[config.mk]
export PLATFORM = sky130hd
export DESIGN_NAME = bit_population_counter_pipe
export DESIGN_NICKNAME = d
export VERILOG_FILES = /design/src/rtl/bit_population_counter_pipe.sv
export SDC_FILE = /design/constraint.sdc
export NUM_CORES = 1
export LEC_CHECK = 0
export CORE_MARGIN = 2
export CORE_UTILIZATION = 32
export DETAILED_ROUTE_END_ITERATION = 6
export MAX_ROUTING_LAYER = met4
export PLACE_DENSITY = 0.64
export SETUP_SLACK_MARGIN = 0.3
export SLEW_MARGIN = 30
export SYNTH_ARGS = -nofsm -noshare
export SYNTH_HDL_FRONTEND = slang
export SYNTH_SLANG_ARGS = --single-unit
[constraint.sdc]
create_clock -name clk_i -period 1.6 [get_ports clk_i]
set_input_delay 0.32 -clock clk_i [delete_from_list [all_inputs] [get_ports clk_i]]
set_output_delay 0.32 -clock clk_i [all_outputs]
set_load 0.02 [all_outputs]
[src/rtl/bit_population_counter_pipe.sv]
// bit_population_counter_pipe
// Pipelined population counter with valid/ready flow control on both sides.
// Stage 0 counts ones (or zeros, per beat) in each CHUNK_W slice. Each later
// stage adds the previous level's counts in pairs until one count remains.
// Every stage holds its own valid flag and stalls independently, so bubbles
// collapse and a stalled output keeps the whole pipeline full.
// Optional feature macro: BPC_STATS_EN adds output-transfer statistics ports.
module bit_population_counter_pipe #(
    parameter int DATA_W  = 16,
    parameter int CHUNK_W = 4,
    localparam int CNT_W  = $clog2(DATA_W + 1)
) (
    input  logic              clk_i,
    input  logic              arst_i,
    input  logic [DATA_W-1:0] data_i,
    input  logic              mode_i,
    input  logic              data_val_i,
    output logic              data_ready_o,
    output logic [CNT_W-1:0]  data_o,
    output logic              data_val_o,
    input  logic              data_ready_i
`ifdef BPC_STATS_EN
    ,
    output logic [31:0]       stat_beats_o,
    output logic [CNT_W-1:0]  stat_max_o
`endif
);

    localparam int N_CHUNK  = DATA_W / CHUNK_W;
    localparam int TREE_LVL = $clog2(N_CHUNK);
    localparam int L        = 1 + TREE_LVL;

    // Number of entries held at a given tree level (odd counts round up).
    function automatic int n_at(input int lvl);
        int n;
        n = N_CHUNK;
        for (int i = 0; i < lvl; i++) n = (n + 1) / 2;
        return n;
    endfunction

    // Index of the first entry of a level in the flat entry array.
    function automatic int off_at(input int lvl);
        int o;
        o = 0;
        for (int i = 0; i < lvl; i++) o += n_at(i);
        return o;
    endfunction

    localparam int TOTAL = off_at(L);

    generate
        if ((DATA_W < 2) || ((DATA_W % CHUNK_W) != 0)) begin : g_bad_cfg
            $error("bit_population_counter_pipe: DATA_W must be >= 2 and a multiple of CHUNK_W");
        end
    endgenerate

    // All levels share one flat array; every entry is CNT_W wide, which can
    // hold any partial sum up to DATA_W, so no level can overflow.
    logic [CNT_W-1:0]  tree_reg  [TOTAL];
    logic [CNT_W-1:0]  tree_next [TOTAL];
    logic [TOTAL-1:0]  ent_en;
    logic [L-1:0]      val_reg;
    logic [L:0]        ready;
    logic [DATA_W-1:0] src_word;

    assign src_word = mode_i ? ~data_i : data_i;

    generate
        genvar gi, gj;

        // Stage 0: per-chunk bit count of the (optionally inverted) input word.
        for (gi = 0; gi < N_CHUNK; gi++) begin : g_chunk
            logic [CNT_W-1:0] chunk_cnt;

            // Count set bits within this slice.
            always_comb begin
                chunk_cnt = '0;
                for (int b = 0; b < CHUNK_W; b++) begin
                    chunk_cnt = chunk_cnt + CNT_W'(src_word[gi*CHUNK_W + b]);
                end
            end

            assign tree_next[gi] = chunk_cnt;
        end

        // Stages 1..TREE_LVL: pairwise add; an unpaired last entry passes through.
        for (gi = 1; gi <= TREE_LVL; gi++) begin : g_lvl
            for (gj = 0; gj < n_at(gi); gj++) begin : g_ent
                localparam int SRC = off_at(gi - 1) + 2*gj;
                if (2*gj + 1 < n_at(gi - 1)) begin : g_pair
                    assign tree_next[off_at(gi) + gj] = tree_reg[SRC] + tree_reg[SRC + 1];
                end else begin : g_pass
                    assign tree_next[off_at(gi) + gj] = tree_reg[SRC];
                end
            end
        end

        // Each entry loads whenever its stage is ready.
        for (gi = 0; gi < L; gi++) begin : g_en
            for (gj = 0; gj < n_at(gi); gj++) begin : g_ent
                assign ent_en[off_at(gi) + gj] = ready[gi];
            end
        end
    endgenerate

    // Backward ready chain: a stage can load if it is empty or its successor moves.
    always_comb begin
        ready    = '0;
        ready[L] = data_ready_i;
        for (int k = L - 1; k >= 0; k--) begin
            ready[k] = !val_reg[k] || ready[k+1];
        end
    end

    // Stage valid flags advance wherever the stage is ready.
    always_ff @(posedge clk_i or posedge arst_i) begin
        if (arst_i) begin
            val_reg <= '0;
        end else begin
            if (ready[0]) val_reg[0] <= data_val_i;
            for (int k = 1; k < L; k++) begin
                if (ready[k]) val_reg[k] <= val_reg[k-1];
            end
        end
    end

    // Count registers; a stalled stage keeps its contents unchanged.
    always_ff @(posedge clk_i or posedge arst_i) begin
        if (arst_i) begin
            for (int e = 0; e < TOTAL; e++) tree_reg[e] <= '0;
        end else begin
            for (int e = 0; e < TOTAL; e++) begin
                if (ent_en[e]) tree_reg[e] <= tree_next[e];
            end
        end
    end

    assign data_ready_o = ready[0];
    assign data_o       = tree_reg[TOTAL-1];
    assign data_val_o   = val_reg[L-1];

`ifdef BPC_STATS_EN
    logic [31:0]      stat_beats_reg;
    logic [CNT_W-1:0] stat_max_reg;

    // Transfer count (saturating) and running maximum of transferred results.
    always_ff @(posedge clk_i or posedge arst_i) begin
        if (arst_i) begin
            stat_beats_reg <= '0;
            stat_max_reg   <= '0;
        end else if (data_val_o && data_ready_i) begin
            if (stat_beats_reg != '1) stat_beats_reg <= stat_beats_reg + 32'd1;
            if (data_o > stat_max_reg) stat_max_reg <= data_o;
        end
    end

    assign stat_beats_o = stat_beats_reg;
    assign stat_max_o   = stat_max_reg;
`endif

endmodule

Word level (Yosys, flattened, before mapping)
Index checks and enable logic that the tools add are counted.
W data, S select, Z words.
{ "op_classes": {"n_addsub": 15, "muxes": 1, "bitwise_logic": 1, "n_reduce_logical": 6} }
{ "ops": {"columns": ["op", "count"], "rows": [
  ["$add A3 B1 Y4", 4],
  ["$mux W16", 1],
  ["$not A16 Y16", 1],
  ["$add A5 B5 Y5", 3],
  ["$add A2 B1 Y3", 4],
  ["$add A1 B1 Y2", 4],
  ["$logic_not A1 Y1", 3],
  ["$logic_or A1 B1 Y1", 3]
]} }
{ "totals": {"regBits": 38, "input_bits": 21, "output_inout_bits": 7, "wordCells": 33} }

Logic depth before layout (Yosys ltp)
Gate-level depths: netlist of run 1.
{ "logic_depth": {"word_depth": 5, "depth_mapped": 9} }

Worst setup path before layout of run 1
Ideal clock, no wire load.
{ "synth_path": {"path_kind": "input-to-reg", "startpoint": "input mode_i", "endpoint": "register tree_reg[26] in the netlist's numbering", "setup_ps": 125, "t_arrival_ps": 2103, "required_time_ps": 1475, "path_slack_ps": -627, "path_stages": 7, "n_path_buf": 2, "path_cell_list": "buf_2 -> buf_2 -> xor2_1 -> fa_1 -> ha_1 -> ha_1 -> mux2_2"} }
{ "synth_between": {"elab_chain_len": 4} }
{ "synth_lines": {"columns": ["item", "line_no", "source"], "rows": [
  ["start: declaration", "16", "input logic mode_i,"],
  ["$mux W16 (*)", "66", "assign src_word = mode_i ? ~data_i : data_i;"],
  ["$add A1 B1 Y2", "79", "chunk_cnt = chunk_cnt + CNT_W'(src_word[gi*CHUNK_W + b]);"],
  ["$add A2 B1 Y3", "79", null],
  ["$add A3 B1 Y4 (*)", "79", null],
  ["named net g_chunk[1].chunk_cnt[1]", "73", "logic [CNT_W-1:0] chunk_cnt;"],
  ["end signal: indexed assignment", "133", "if (ent_en[e]) tree_reg[e] <= tree_next[e];"],
  ["end: declaration", "59", "logic [CNT_W-1:0] tree_reg [TOTAL];"]
]} }
The timed path passes the listed nets; every way through them passes the cells marked *.
A chain may end at the register's enable or synchronous reset.

Worst setup path in the final report of run 1
{ "layout_path": {"startpoint": "input mode_i", "endpoint": "register tree_reg[31] in the netlist's numbering"} }
{ "layout_between": {"elab_chain_len": 4} }
{ "layout_lines": {"columns": ["item", "line_no"], "rows": [
  ["$mux W16 (*)", "66"],
  ["$add A1 B1 Y2", "79"],
  ["$add A2 B1 Y3", "79"],
  ["$add A3 B1 Y4 (*)", "79"],
  ["named net g_chunk[0].chunk_cnt[1]", "73"]
]} }
Marked as above.

==> out/results.tsv, run 1 <==
stage	metric	value	unit
timing	Setup Viol. Count Final	10	
synth	post-synth top area share	0.407	
routing	initial drt markers	27	
synth	Post-Syn Nets	189	
grt	vias in the first global route	1172	
finish	n_diodes	0	
synth	YS warnings	0	
run_status	status	complete, but fails checks	
setup_path	Crit Path Class	input pin to register	
timing	endpoints failing hold	0	
synth	largest cells by area after synthesis	dfrtp_1 (41%), ha_1 (13%), fa_1 (8.1%), xor2_1 (7.6%), mux2_2 (5.9%)	
synth	Yosys top cell by area	dfrtp_1	
clock_network	TritonCTS sink count	28	
routing	Avg WL per Cell	11.8	um
floorplan	Placeable Area	5140	sq um
finish	Area Growth Syn to Fin	46.2	%
min_path	min-delay worst type	input pin to async pin	
setup_path	Worst path slowest cell	fa_1	
grt	initial antenna violation count	0	
finish	Layout fillers	471	
setup_path	largest stage delay on the critical path	590	ps
floorplan	die area	5980	sq um
grt	Total GRT Usage	0.115	
setup_path	data required time of the critical path	1770	ps
power	Tot Pwr	0.00354	W
setup_path	CP bufs+invs	2	
routing	vias	1136	
routing	Post-Route WL	3080	um
placed_design	placed cell areas	2220	sq um
floorplan	Initial Util	0.335	
power	worst vdd ir	0.543	mV
job	Max-cap violations	0	
synth	Netlist cell types	20	
clock_network	Root Buffer	clkbuf_8	
routing	drt drc	0	
routing	antenna-violating nets left	0	
setup_path	Arr. time, crit path	1880	ps
synth	Gate Count Post-Synth	143	
clock_network	Clk pin slew, worst setup/hold paths	90	ps
timing	maximum clock skew at final layout	7.88	ps
finish	commonest non-fill, non-tap cell in the layout	dfrtp_1	
clock_network	Inserted Clock Buffers	3	
clock_network	CTS Hold Bufs	0	
grt	pin count of the biggest net entering global routing	29	
synth	post-synthesis sequential area ratio	0.407	
clock_network	CTS tree	yes	
run_status	failing checks	setup timing	
timing	Max Freq	585	MHz
timing	final worst slack	-110	ps
timing	RSZ-0062 raised after global routing	true	
finish	max reg flops	20	
synth	synthesized area per cell	12.0	sq um
placed_design	Post-DP HPWL	2320	um
clock_network	worst skew pair latency	280	ps
routing	routed vias/inst	4.35	
grt	first-pass GRT wire length	5310	um
floorplan	Die Span Y	77.4	um
finish	most frequent cells in the layout	dfrtp_1 (27), buf_4 (21), mux2_4 (13)	
clock_network	CTS Buffer Depth	2	
placed_design	Port-buffer cells	27	
setup_path	delay-heaviest family, CP	adder cells	
setup_path	CP max FO	7	
setup_path	worst-path cell chain	buf_8 -> buf_12 -> xor2_2 -> fa_1 -> ha_4 -> ha_4 -> mux2_4	
placed_design	Placed Instances	237	
timing	worst-margin pin slew	352	ps
power	Leak	1.19	nW
placed_design	global placer's final weighted congestion	0.741	
setup_path	CP Launch Type	input pin	
finish	layout cells sized above 1	0.466	
finish	final non-filler cell total	261	
floorplan	I/O pin count	28	
floorplan	chip width	77.4	um
routing	DR pass1 iterations	3	
timing	Rel. slew slack	0.765	
setup_path	Crit path top cell by count	ha_4	
setup_path	CP endpoint kind	register	
timing	period utilization	1.07	
setup_path	reg2reg setup slack	190	ps
timing	fin crit period	1710	ps
finish	Finished Cell Area	2520	sq um
finish	final net count	238	
synth	synthesized cell area	1720	sq um
clock_network	CTS H-Tree Depth	1	
synth	Seq cells post-synth	28	
power	Pwr Density	1410	nW/um^2
floorplan	row cnt	26	
timing	final slew viol count	0	
grt	remaining global-route overflow	0	
[worst paths after layout]
| kind | startpoint | end | cells past startpoint |
|---|---|---|---|
| setup reg to reg | tree_reg[5] | data_o[4] | 5 |
| hold / removal | arst_i | tree_reg[10] | 3 |
| setup / recovery | mode_i | tree_reg[31] | 7 |
| max in group asynchronous | arst_i | val_reg[2] | 3 |
| min in group clk_i | data_o[0] | data_o[0] | 2 |
| hold reg to reg | data_o[0] | data_o[0] | 2 |
[report_power, final]
| group | internal, W | switching (W) |
|---|---|---|
| Sequential | 0.000979 | 0.000193 |
| Combinational | 0.00116 | 0.000822 |
| Clock | 0.000179 | 0.000211 |
| Total | 0.00232 | 0.00123 |
[worst register-to-register path: stages (launching register included)]
cell and delay (ps):
dfrtp_1 400, ha_2 200, fa_2 350, a21o_1 170
a21oi_2 110, a21oi_1 70
[layout make-up]
cell class,instances,area (sq um),share of cell area
Multi-Input combinational cell,99,1190,0.472
Sequential cell,28,702,0.279
Inverter,6,22.5,0.00895
Tap cell,70,87.6,0.0348
Timing Repair Buffer,54,473,0.188
Clock buffer,4,45.0,0.0179
[cells in the mapped netlist]
| cell type | count |
|---|---|
| mux2_4 | 4 |
| ha_1 | 18 |
| buf_6 | 2 |
| xor2_1 | 15 |
| nor2_1 | 6 |
| buf_4 | 5 |
| dfrtp_1 | 28 |
| fa_1 | 7 |
| inv_1 | 6 |
| nor2b_4 | 1 |
| mux2_2 | 9 |
| xnor2_1 | 5 |
| buf_2 | 3 |
| or2b_1 | 1 |
| o21ai_0 | 4 |
| nand3_4 | 1 |
| a21oi_1 | 10 |
| a21o_1 | 4 |
| nand2b_1 | 3 |
| nand2_1 | 11 |
[metal layers]
layer | part of all wire | global-route usage
met4 | 0.014 | 0.0429
met5 | 0 | -
met2 | 0.49 | 0.191
met1 | 0.45 | 0.140
met3 | 0.044 | 0.0198
[repair_timing]
item	in CTS	in global routing
gates resized for setup	63	26
cloned	1	0
pin swaps	21	18
setup endpoints to repair	29	30
setup buffers	9	10
[kinds of logic (layout without fill, tap and decap cells)]
| group | count (synthesis) | in the layout | share of synthesized area |
|---|---|---|---|
| multiplexers | 13 | 13 | 0.0938 |
| AND/OR/NAND/NOR | 23 | 23 | 0.0705 |
| flip-flops | 28 | 28 | 0.407 |
| AO/OA/AOI/OAI | 18 | 18 | 0.0581 |
| XOR/XNOR | 20 | 20 | 0.102 |
| adder cells (fa/ha/maj) | 25 | 25 | 0.212 |
| buffers and inverters | 16 | 64 | 0.0567 |
[metrics by stage]
step	util	worst slack [ps]	setup TNS (ps)	hold WS, ps
final	0.490	-110	-578	402
after global routing	0.490	-138	-909	437
after CTS	0.472	-130	-709	413
after detailed placement	0.431	-905	-11010	456
after global placement	0.431	-834	-10340	449
after floorplan	-	-387	-3870	385
Power figures use the tool's default switching activity.
==> run 2: changes to the inputs <==
--- a/config.mk
+++ b/config.mk
@@ -5,7 +5,6 @@
 export SDC_FILE = /design/constraint.sdc
 export NUM_CORES = 1
 export LEC_CHECK = 0
-export CORE_MARGIN = 2
 export CORE_UTILIZATION = 32
 export DETAILED_ROUTE_END_ITERATION = 6
 export MAX_ROUTING_LAYER = met4
==> out/results.tsv, run 2 (same netlist as run 1, synthesis figures left out) <==
stage	metric	value	unit	change
clock_network	Inserted Clock Buffers	3		unchanged
timing	RSZ-0062 raised after global routing	true		
run_status	failing checks	setup timing		
routing	vias	1134		-0.18%
setup_path	CP endpoint kind	register		
grt	first-pass GRT wire length	5550	um	+4.7%
grt	pin count of the biggest net entering global routing	29		unchanged
min_path	min-delay worst type	input pin to async pin		
timing	maximum clock skew at final layout	5.17	ps	-2.70 ps
timing	final slew viol count	0		unchanged
setup_path	delay-heaviest family, CP	adder cells		
timing	period utilization	1.07		about the same
floorplan	I/O pin count	28		unchanged
routing	Avg WL per Cell	12.9	um	+9.4%
setup_path	Critical Path Source	mode_i		
placed_design	placed cell areas	2220	sq um	unchanged
setup_path	Arr. time, crit path	1880	ps	about the same
timing	Max Freq	585	MHz	about the same
clock_network	Clk pin slew, worst setup/hold paths	100	ps	about the same
setup_path	Worst path slowest cell	fa_1		
routing	Post-Route WL	3310	um	+7.3%
finish	final non-filler cell total	256		-1.9%
setup_path	CP Launch Type	input pin		
grt	remaining global-route overflow	0		unchanged
timing	final worst slack	-110	ps	-0.573 ps
placed_design	Port-buffer cells	27		unchanged
placed_design	global placer's final weighted congestion	0.742		+0.16%
clock_network	CTS tree	yes		
routing	routed vias/inst	4.43		+1.8%
finish	utilization after layout	0.505		+0.0156
power	Pwr Density	1400	nW/um^2	-0.49%
grt	Total GRT Usage	0.134		+0.0199
finish	n_diodes	0		unchanged
grt	initial antenna violation count	0		unchanged
setup_path	worst-path cell chain	buf_8 -> buf_12 -> xor2_4 -> fa_1 -> ha_4 -> ha_4 -> mux2_4		
run_status	status	complete, but fails checks		
clock_network	worst skew pair latency	270	ps	about the same
timing	Fin Setup TNS	-429	ps	+150 ps
floorplan	Placeable Area	5140	sq um	unchanged
timing	worst-margin pin slew	358	ps	+5.71 ps
clock_network	CTS Buffer Depth	2		unchanged
clock_network	CTS H-Tree Depth	1		unchanged
floorplan	Die Span Y	75.4	um	-2.6%
clock_network	TritonCTS sink count	28		unchanged
clock_network	Root Buffer	clkbuf_8		
timing	fin crit period	1710	ps	+0.573 ps
job	Max-cap violations	0		unchanged
finish	most frequent cells in the layout	dfrtp_1 (27), buf_4 (14), mux2_4 (13)		
timing	endpoints failing hold	0		unchanged
setup_path	r2r startpoint	tree_reg[10]		
power	Leak	1.20	nW	+0.71%
routing	drt drc	0		unchanged
placed_design	Placed Instances	237		unchanged
floorplan	row cnt	26		unchanged
routing	initial drt markers	47		+74%
finish	max reg flops	20		unchanged
finish	final net count	233		-2.1%
routing	antenna-violating nets left	0		unchanged
grt	vias in the first global route	1197		+2.1%
setup_path	data required time of the critical path	1770	ps	about the same
setup_path	CP max FO	8		+1
placed_design	Post-DP HPWL	2360	um	+1.7%
floorplan	chip width	75.4	um	-2.6%
floorplan	Initial Util	0.335		unchanged
finish	commonest non-fill, non-tap cell in the layout	dfrtp_1		
finish	Area Growth Syn to Fin	50.9	%	
power	worst vdd ir	0.465	mV	-14%
routing	DR pass1 iterations	4		+1
floorplan	die area	5680	sq um	-5.1%
finish	layout cells sized above 1	0.516		+0.0502
setup_path	largest stage delay on the critical path	580	ps	about the same
timing	Rel. slew slack	0.762		-0.00380
timing	hold slack	395	ps	-7.28 ps
setup_path	Crit path top cell by count	ha_4		
setup_path	CP bufs+invs	2		unchanged
setup_path	Crit Path Class	input pin to register		
finish	Finished Cell Area	2600	sq um	+3.2%
timing	Setup Viol. Count Final	6		-4
run 2: cell types whose count changed in the layout (fill, tap and decap cells not counted), moves of 3 or more:
cell,change
a21oi_2,+6
a21oi_1,-6
nor2_1,+4
buf_4,-7
buf_6,+3
ha_4,+3
run 2: timing repair:
item | CTS | global route
cloned | 2 | 0
setup endpoints to repair | 32 | 30
pin swaps | 23 | 17
setup buffers | 11 | 2
hold buffers | 0 | 0
gates resized for setup | 77 | 31
run 2: metal layers:
metal | vias to the layer above | track usage | wire length [um]
li1 | 548 | - | -
met1 | 554 | 0.171 | 1470
met2 | 30 | 0.236 | 1720
met3 | 2 | 0.0172 | 107
met4 | 0 | 0.0185 | 10
met5 | - | - | 0
run 2: cell type report:
cell class              count  area (sq um)
inverters                   6          22.5
fillers                   468          2540
clock buffers               4          55.1
well taps                  70          87.6
flip-flops and latches     28           702
repair buffers             49           458
multi-input cells          99          1270
run 2: final timing paths:
| kind | end | slack (ps) | cells after the start |
|---|---|---|---|
| max in group asynchronous | val_reg[2] | 920 | 3 |
| worst min-delay path | data_o[3] | 400 | 3 |
| worst max register to register | data_o[4] | 100 | 5 |
| min in group clk_i | data_o[3] | 490 | 2 |
| worst max-delay path | tree_reg[31] | -110 | 7 |
| worst min register to register | data_o[3] | 490 | 2 |
run 2: power breakdown:
group          total, W  internal (W)  switching [W]
registers       0.00118      0.000978       0.000198
clock network  0.000439      0.000220       0.000219
logic           0.00202       0.00115       0.000870
total           0.00364       0.00235        0.00129
run 2: per-stage QoR:
| stage | power, W | worst slack (ps) |
|---|---|---|
| 2_1_floorplan | 0.00234 | -387 |
| 3_3_place_gp | 0.00265 | -839 |
| 3_5_place_dp | 0.00276 | -870 |
| 4_1_cts | 0.00349 | -133 |
| 5_1_grt | 0.00392 | -151 |
| 6_report | 0.00364 | -110 |
run 2: tightest hold or removal path, cell delays in order:
cell and delay, ps:
clkdlybuf4s50_1 390, inv_1 50, buf_4 320
==> run 3: changes to the inputs <==
--- a/config.mk
+++ b/config.mk
@@ -5,12 +5,13 @@
 export SDC_FILE = /design/constraint.sdc
 export NUM_CORES = 1
 export LEC_CHECK = 0
-export CORE_UTILIZATION = 32
+export ABC_CLOCK_PERIOD_IN_PS = 1600
+export CORE_UTILIZATION = 45
 export DETAILED_ROUTE_END_ITERATION = 6
 export MAX_ROUTING_LAYER = met4
-export PLACE_DENSITY = 0.64
+export PLACE_DENSITY = 0.81
 export SETUP_SLACK_MARGIN = 0.3
-export SLEW_MARGIN = 30
+export SLEW_MARGIN = 40
 export SYNTH_ARGS = -nofsm -noshare
 export SYNTH_HDL_FRONTEND = slang
 export SYNTH_SLANG_ARGS = --single-unit
==> out/results.tsv, run 3 (same netlist as run 1, synthesis figures left out) <==
stage	metric	value	unit	change
timing	period utilization	1.08		+0.0146
power	Tot Pwr	0.00355	W	-2.3%
run_status	failing checks	setup timing		
grt	remaining global-route overflow	0		unchanged
clock_network	CTS tree	yes		
setup_path	largest stage delay on the critical path	590	ps	about the same
grt	first-pass GRT wire length	5430	um	-2.2%
routing	antenna-violating nets left	0		unchanged
timing	Rel. slew slack	0.769		+0.00764
routing	Post-Route WL	3420	um	+3.5%
floorplan	chip width	63.9	um	-15%
min_path	min-delay worst type	input pin to async pin		
routing	vias	1144		+0.88%
finish	Area Growth Syn to Fin	48.3	%	
power	worst vdd ir	0.489	mV	+5.1%
floorplan	die area	4080	sq um	-28%
timing	maximum clock skew at final layout	7.28	ps	+2.10 ps
floorplan	I/O pin count	28		unchanged
timing	endpoints failing hold	0		unchanged
setup_path	CP Launch Type	input pin		
timing	Setup Viol. Count Final	9		+3
finish	commonest non-fill, non-tap cell in the layout	dfrtp_1		
setup_path	Crit Path Class	input pin to register		
finish	final net count	235		+0.86%
finish	layout cells sized above 1	0.495		-0.0214
setup_path	worst-path cell chain	buf_8 -> buf_12 -> xor2_2 -> fa_1 -> ha_4 -> ha_4 -> mux2_4		
floorplan	row cnt	22		-15%
finish	max reg flops	20		unchanged
routing	drt drc	0		unchanged
routing	Avg WL per Cell	14.5	um	+12%
timing	worst-margin pin slew	346	ps	-11.5 ps
clock_network	CTS Buffer Depth	2		unchanged
timing	RSZ-0062 raised after global routing	true		
timing	Max Freq	577	MHz	-1.3%
clock_network	Inserted Clock Buffers	3		unchanged
placed_design	Post-DP HPWL	2380	um	+0.89%
clock_network	worst skew pair latency	270	ps	about the same
grt	initial antenna violation count	0		unchanged
placed_design	Port-buffer cells	27		unchanged
clock_network	TritonCTS sink count	28		unchanged
setup_path	Worst path slowest cell	fa_1		
finish	n_diodes	0		unchanged
power	Leak	1.19	nW	-0.88%
timing	final slew viol count	0		unchanged
floorplan	Initial Util	0.470		+0.135
setup_path	CP max FO	8		unchanged
timing	fin crit period	1730	ps	+23.4 ps
grt	vias in the first global route	1232		+2.9%
power	Pwr Density	1390	nW/um^2	-0.58%
setup_path	Arr. time, crit path	1900	ps	+20 ps
clock_network	Root Buffer	clkbuf_8		
clock_network	CTS H-Tree Depth	1		unchanged
run_status	status	complete, but fails checks		
grt	Total GRT Usage	0.185		+0.0508
setup_path	CP endpoint kind	register		
finish	most frequent cells in the layout	dfrtp_1 (27), buf_4 (18), mux2_4 (13)		
routing	initial drt markers	13		-72%
clock_network	Clk pin slew, worst setup/hold paths	90	ps	about the same
timing	final worst slack	-134	ps	-23.4 ps
timing	hold slack	400	ps	+4.83 ps
placed_design	global placer's final weighted congestion	0.814		+9.6%
setup_path	Crit path top cell by count	ha_4		
setup_path	data required time of the critical path	1770	ps	about the same
finish	utilization after layout	0.697		+0.192
floorplan	Placeable Area	3660	sq um	-29%
routing	DR pass1 iterations	4		unchanged
routing	routed vias/inst	4.85		+9.4%
job	Max-cap violations	0		unchanged
floorplan	Die Span Y	63.9	um	-15%
grt	pin count of the biggest net entering global routing	29		unchanged
==> run 3: stage by stage <==
step           cell area, sq um  setup WS [ps]  std cells  setup TNS [ps]
6_report                   2550           -134        236            -613
5_1_grt                    2550           -163        236            -722
4_1_cts                    2430           -125        227            -543
3_5_place_dp               2210           -921        218          -11610
3_3_place_gp               2210           -817        218          -10430
2_1_floorplan              1900           -387        143           -3870
==> run 3: path summary, 6_finish.rpt <==
path	startpoint	endpoint	slack, ps	cells after the start
setup / recovery	mode_i	tree_reg[31]	-130	7
hold / removal	arst_i	tree_reg[31]	400	3
setup reg to reg	tree_reg[5]	data_o[4]	170	5
hold reg to reg	data_o[1]	data_o[1]	480	2
max in group asynchronous	arst_i	val_reg[2]	930	3
min in group clk_i	data_o[1]	data_o[1]	480	2
==> run 3: worst max-delay path, delay by kind of cell <==
family,cells,cell delay (ps)
adders and majority gates,3,920
buffers and inverters,2,240
muxes,1,240
xor gates and xnor gates,1,170
==> run 3: final cells by class <==
class | instances | area [sq um]
Timing Repair Buffer | 51 | 463
Clock buffer | 4 | 55.1
Sequential cell | 28 | 702
Fill cell | 262 | 1110
Inverter | 6 | 22.5
Tap cell | 48 | 60.1
Multi-Input combinational cell | 99 | 1250
==> run 3: per-layer routing <==
layer,vias up,GRT usage,wire length (um),part of all wire
met3,8,0.0286,120,0.035
met2,35,0.339,1980,0.58
met4,0,0.0994,83,0.024
li1,545,-,-,-
met5,-,-,0,0
met1,556,0.188,1240,0.36
==> run 3: where the power goes <==
part / leakage, nW / total (W) / switching, W / internal (W)
clock network: 0.0288 / 0.000428 / 0.000208 / 0.000220
logic: 0.822 / 0.00195 / 0.000846 / 0.00110
registers: 0.334 / 0.00118 / 0.000199 / 0.000979
==> run 3: timing repair <==
action	CTS	global route
hold buffers	0	0
buffers inserted	5	9
pin swaps	28	14
resized for setup	77	26
endpoints found under the setup margin	31	28
gates cloned	0	0
